$ cat src/rtl/a2d_arb.sv
// a2d_arb: round-robin arbiter sharing one A2D converter between two requesters
module a2d_arb #(
    parameter int TIMEOUT = 1024
) (
    input  logic        clk,
    input  logic        rst,
    input  logic        req0,
    input  logic [2:0]  chnl0,
    input  logic        req1,
    input  logic [2:0]  chnl1,
    output logic        gnt0,
    output logic        gnt1,
    output logic        done0,
    output logic        done1,
    output logic        err,
    output logic [11:0] res,
    output logic        strt_cnv,
    output logic [2:0]  chnnl,
    input  logic        cnv_cmplt,
    input  logic [11:0] A2D_res
);
    localparam int CW = $clog2(TIMEOUT + 1);
    typedef enum logic [1:0] {IDLE, START, WAIT, DONE} state_t;
    state_t state, nxt;
    logic [CW-1:0] cnt;
    logic last, pick1, timeout;
    always_comb begin
        pick1 = req1 & (~req0 | ~last);
        timeout = cnt == CW'(TIMEOUT - 1);
        nxt = state;
        strt_cnv = 1'b0;
        done0 = 1'b0;
        done1 = 1'b0;
        case (state)
            IDLE: nxt = (req0 | req1) ? START : IDLE;
            START: begin
                nxt = WAIT;
                strt_cnv = 1'b1;
            end
            WAIT: nxt = (cnv_cmplt | timeout) ? DONE : WAIT;
            DONE: begin
                nxt = IDLE;
                done0 = gnt0;
                done1 = gnt1;
            end
        endcase
    end
    always_ff @(posedge clk) begin
        if (rst) state <= IDLE;
        else state <= nxt;
    end
    always_ff @(posedge clk) begin
        if (rst) begin
            gnt0 <= 1'b0;
            gnt1 <= 1'b0;
            err <= 1'b0;
            res <= '0;
            chnnl <= '0;
            cnt <= '0;
            last <= 1'b1;
        end else begin
            case (state)
                IDLE: if (req0 | req1) begin
                    gnt0 <= ~pick1;
                    gnt1 <= pick1;
                    chnnl <= pick1 ? chnl1 : chnl0;
                end
                START: begin
                    cnt <= '0;
                    err <= 1'b0;
                end
                WAIT: begin
                    cnt <= cnt + CW'(1);
                    if (cnv_cmplt) begin
                        res <= A2D_res;
                        err <= 1'b0;
                    end else if (timeout) err <= 1'b1;
                end
                DONE: begin
                    gnt0 <= 1'b0;
                    gnt1 <= 1'b0;
                    last <= gnt1;
                end
            endcase
        end
    end
endmodule

$ cat config.mk
export PLATFORM = sky130hd
export DESIGN_NAME = a2d_arb
export DESIGN_NICKNAME = d
export VERILOG_FILES = /design/src/rtl/a2d_arb.sv
export SDC_FILE = /design/constraint.sdc
export NUM_CORES = 1
export LEC_CHECK = 0
export ABC_AREA = 1
export CAP_MARGIN = 20
export CORE_ASPECT_RATIO = 0.5
export CORE_MARGIN = 2
export CORE_UTILIZATION = 45
export CTS_BUF_LIST = sky130_fd_sc_hd__clkbuf_2 sky130_fd_sc_hd__clkbuf_4 sky130_fd_sc_hd__clkbuf_8
export DETAILED_ROUTE_END_ITERATION = 6
export PLACE_DENSITY = 0.77
export SYNTH_ARGS = -nofsm -noshare
export SYNTH_HDL_FRONTEND = slang
export SYNTH_SLANG_ARGS = --single-unit
export TNS_END_PERCENT = 50
$ cat constraint.sdc
create_clock -name clk -period 2.3 [get_ports clk]
set_input_delay 0.46 -clock clk [delete_from_list [all_inputs] [get_ports clk]]
set_output_delay 0.46 -clock clk [all_outputs]
set_load 0.05 [all_outputs]
==> impl_metrics.py <==
metrics = {
    "status": {
        "status": "complete, no violations",
    },
    "yosys": {
        "synth_cells": 197,
        "yosys_warnings": 0,
        "synth_ff_type": "dfxtp_1",
        "synth-async-reset-ratio_pct": 0,
        "synth_seq_cells": 32,
        "synth.distinct_cells": 25,
        "synth_enable_flop_cells": 0,
        "yosysTopAreaCell": "dfxtp_1",
        "syn-num-nets": 226,
        "syn_area_per_cell_um2": 7.37,
        "syn_area_um2": 1450,
        "yosysTopAreaCellShare_pct": 44.1,
        "synth.yosys.seq_area_share_pct": 44.1,
        "synth.area.top_cells": "dfxtp_1 44%, nor2_1 10%, nand2_1 8.0%",
    },
    "grt": {
        "antenna_found_initial": 0,
        "grt_max_degree": 14,
        "grt_overflow_total": 0,
        "grt_pass1_wl_mm": 5.16,
        "grt_util_all_layers_pct": 17.7,
        "grt_pass1_vias": 1259,
    },
    "setup_path": {
        "end_kind": "output port",
        "cp-start-kind": "flip-flop",
        "crit_required_ps": 1840,
        "cp_max_fo": 3,
        "rrSetupSlack_ps": 600,
        "worstPathArrival_ps": 1670,
        "worstSetupPathType": "reg -> out",
        "r2r-start": "state[0]$_SDFF_PP0_",
        "regToRegEndpoint": "cnt[4]$_SDFFE_PP0P_",
        "rr_worst_depth": 7,
    },
    "sta": {
        "slew_headroom_pct": 65.7,
        "period_share_pct": 92.6,
        "setup_violations": 0,
        "layout_min_cycle_time_ps": 2130,
        "tightestPinTransition_ps": 513,
        "setup_ws_ps": 170,
        "rsz0062_at_grt": "false",
        "fin_tns_setup_ps": 0,
        "fmax_ghz": 0.469,
        "whs_ps": 479,
        "hold_viol_final": 0,
        "clock_skew_ps": 6.30,
        "slew_viol_final": 0,
    },
    "detailed_routing": {
        "ant_nets": 0,
        "wirelength_mm": 3.00,
        "drtIter0Drc": 47,
        "detail_route.wl_per_cell_um": 10.5,
        "vias": 1375,
        "drc": 0,
        "first_pass_iters": 4,
        "viasPerCell": 4.82,
    },
    "die": {
        "core_area_um2": 3050,
        "io_pins": 44,
        "die_h_um": 44.2,
        "num_rows": 14,
        "die_area_um2": 3730,
        "initial_core_util_pct": 47.7,
        "fp.dieW_um": 84.4,
    },
    "final_layout": {
        "fin_nets": 273,
        "final_cell_mix": "41 x clkdlybuf4s50_1, 40 x nor2_1, 32 x dfxtp_1",
        "multi_input_area_um2": 704,
        "area_growth_pct": 38.5,
        "seq_area_um2": 641,
        "diodes": 0,
        "drive_gt1_share_pct": 8.98,
        "n_fill_cell": 269,
        "final_common_cell": "clkdlybuf4s50_1",
    },
    "worst_hold_path": {
        "min_to": "last$_SDFFE_PP1P_",
        "min_from": "last$_SDFFE_PP1P_",
        "min_path_type": "reg -> reg",
        "whs_path_depth": 2,
    },
    "clock_tree": {
        "clkSinkCount": 32,
        "worstSkewPairLatency_ps": 280,
        "cts_setup_buffers": 0,
        "cts_htree_levels": 2,
        "clockBufferDepth": 2,
        "clkSlewWorstSetupHoldPaths_ps": 60,
        "clockRootBuffer": "clkbuf_8",
        "cts_tree": "built",
        "numCtsBuffers": 5,
    },
    "pwr": {
        "leakagePower_nw": 0.813,
        "cellPowerDensity_nw_per_um2": 857,
        "ir_drop_mv": 0.481,
    },
    "run": {
        "maxCapViolCount": 0,
    },
    "place": {
        "gp_congestion": 0.788,
        "io_buffers": 43,
        "dp_hpwl_mm": 2.36,
        "preCtsSetupSlack_ps": 370,
    },
}
[repair_timing]
item | in CTS | in global routing
endpoints found under the hold margin | 0 | 0
hold buffers | 0 | 0
endpoints found under the setup margin | 0 | 1
gates resized for setup | 0 | 1
[area by class of cell]
type                    count  share of cell area (%)
multi-input cells         139                    35.0
well taps                  40                    2.49
flip-flops and latches     32                    31.8
clock inverters             2                   0.498
clock buffers               6                    4.10
repair buffers             45                    22.1
inverters                  21                    3.92
[through the flow]
| stage | area (µm²) | power (W) | std cells | util, % |
|---|---|---|---|---|
| 3_3_place_gp | 1920 | 0.00129 | 277 | 62.9 |
| 5_1_grt | 2010 | 0.00184 | 285 | 66.0 |
| 6_report | 2010 | 0.00172 | 285 | 66.0 |
| 3_5_place_dp | 1920 | 0.00130 | 277 | 62.9 |
| 4_1_cts | 2010 | 0.00174 | 285 | 65.9 |
| 2_1_floorplan | 1450 | 0.00112 | 197 | - |
[metal layers]
metal / GRT usage (%) / vias up / wire length [µm]
met5: 0 / - / 0
met2: 29.4 / 28 / 1370
li1: - / 733 / -
met1: 22.5 / 611 / 1460
met4: 5.71 / 0 / 16
met3: 5.97 / 3 / 162
[state kept, by name, indices dropped and copies added (netlist names)]
register and flops:
res 12, cnt 11, chnnl 3, state 2
err 1, gnt0 1, gnt1 1, last 1
[where the power goes]
group,total [W],internal (W),switching (W)
Sequential,0.000661,0.000619,0.0000420
Clock,0.000438,0.000238,0.000200
Combinational,0.000625,0.000218,0.000407
[cell usage after synthesis (2+ instances only)]
| cell | count |
|---|---|
| nor2_1 | 40 |
| dfxtp_1 | 32 |
| nand2_1 | 31 |
| inv_1 | 20 |
| o21ai_0 | 15 |
| nand3_1 | 12 |
| a21oi_1 | 10 |
| ha_1 | 6 |
| nand4_1 | 5 |
| nor2_2 | 5 |
| a31oi_1 | 3 |
| buf_2 | 2 |
| clkbuf_1 | 2 |
| nand2_2 | 2 |
| nor3_1 | 2 |
[worst max-delay path by stage]
stage	cells after the start	slack [ps]	endpoint	from
CTS	4	60	done0	state[0]$_SDFF_PP0_
global placement	4	390	done0	state[0]$_SDFF_PP0_
finish	3	170	strt_cnv	state[1]$_SDFF_PP0_
detailed placement	4	370	done0	state[0]$_SDFF_PP0_
floorplan	2	750	done1	gnt1$_SDFFE_PP0P_
global route	3	80	strt_cnv	state[1]$_SDFF_PP0_
[worst max-delay path, stage by stage, from the launching register on]
cell and delay (ps):
dfxtp_1 320, inv_1 90, ha_1 170, clkdlybuf4s50_1 800
[logic make-up after synthesis]
group,count (synthesis),share of synthesized area [%]
and+or+nand+nor,101,30.9
AOI/OAI and AO/OA,32,12.4
adders and majority gates,6,5.17
DFF,32,44.1
buffers and inverters,26,7.41
No activity file was read; power rests on OpenSTA's default activity.
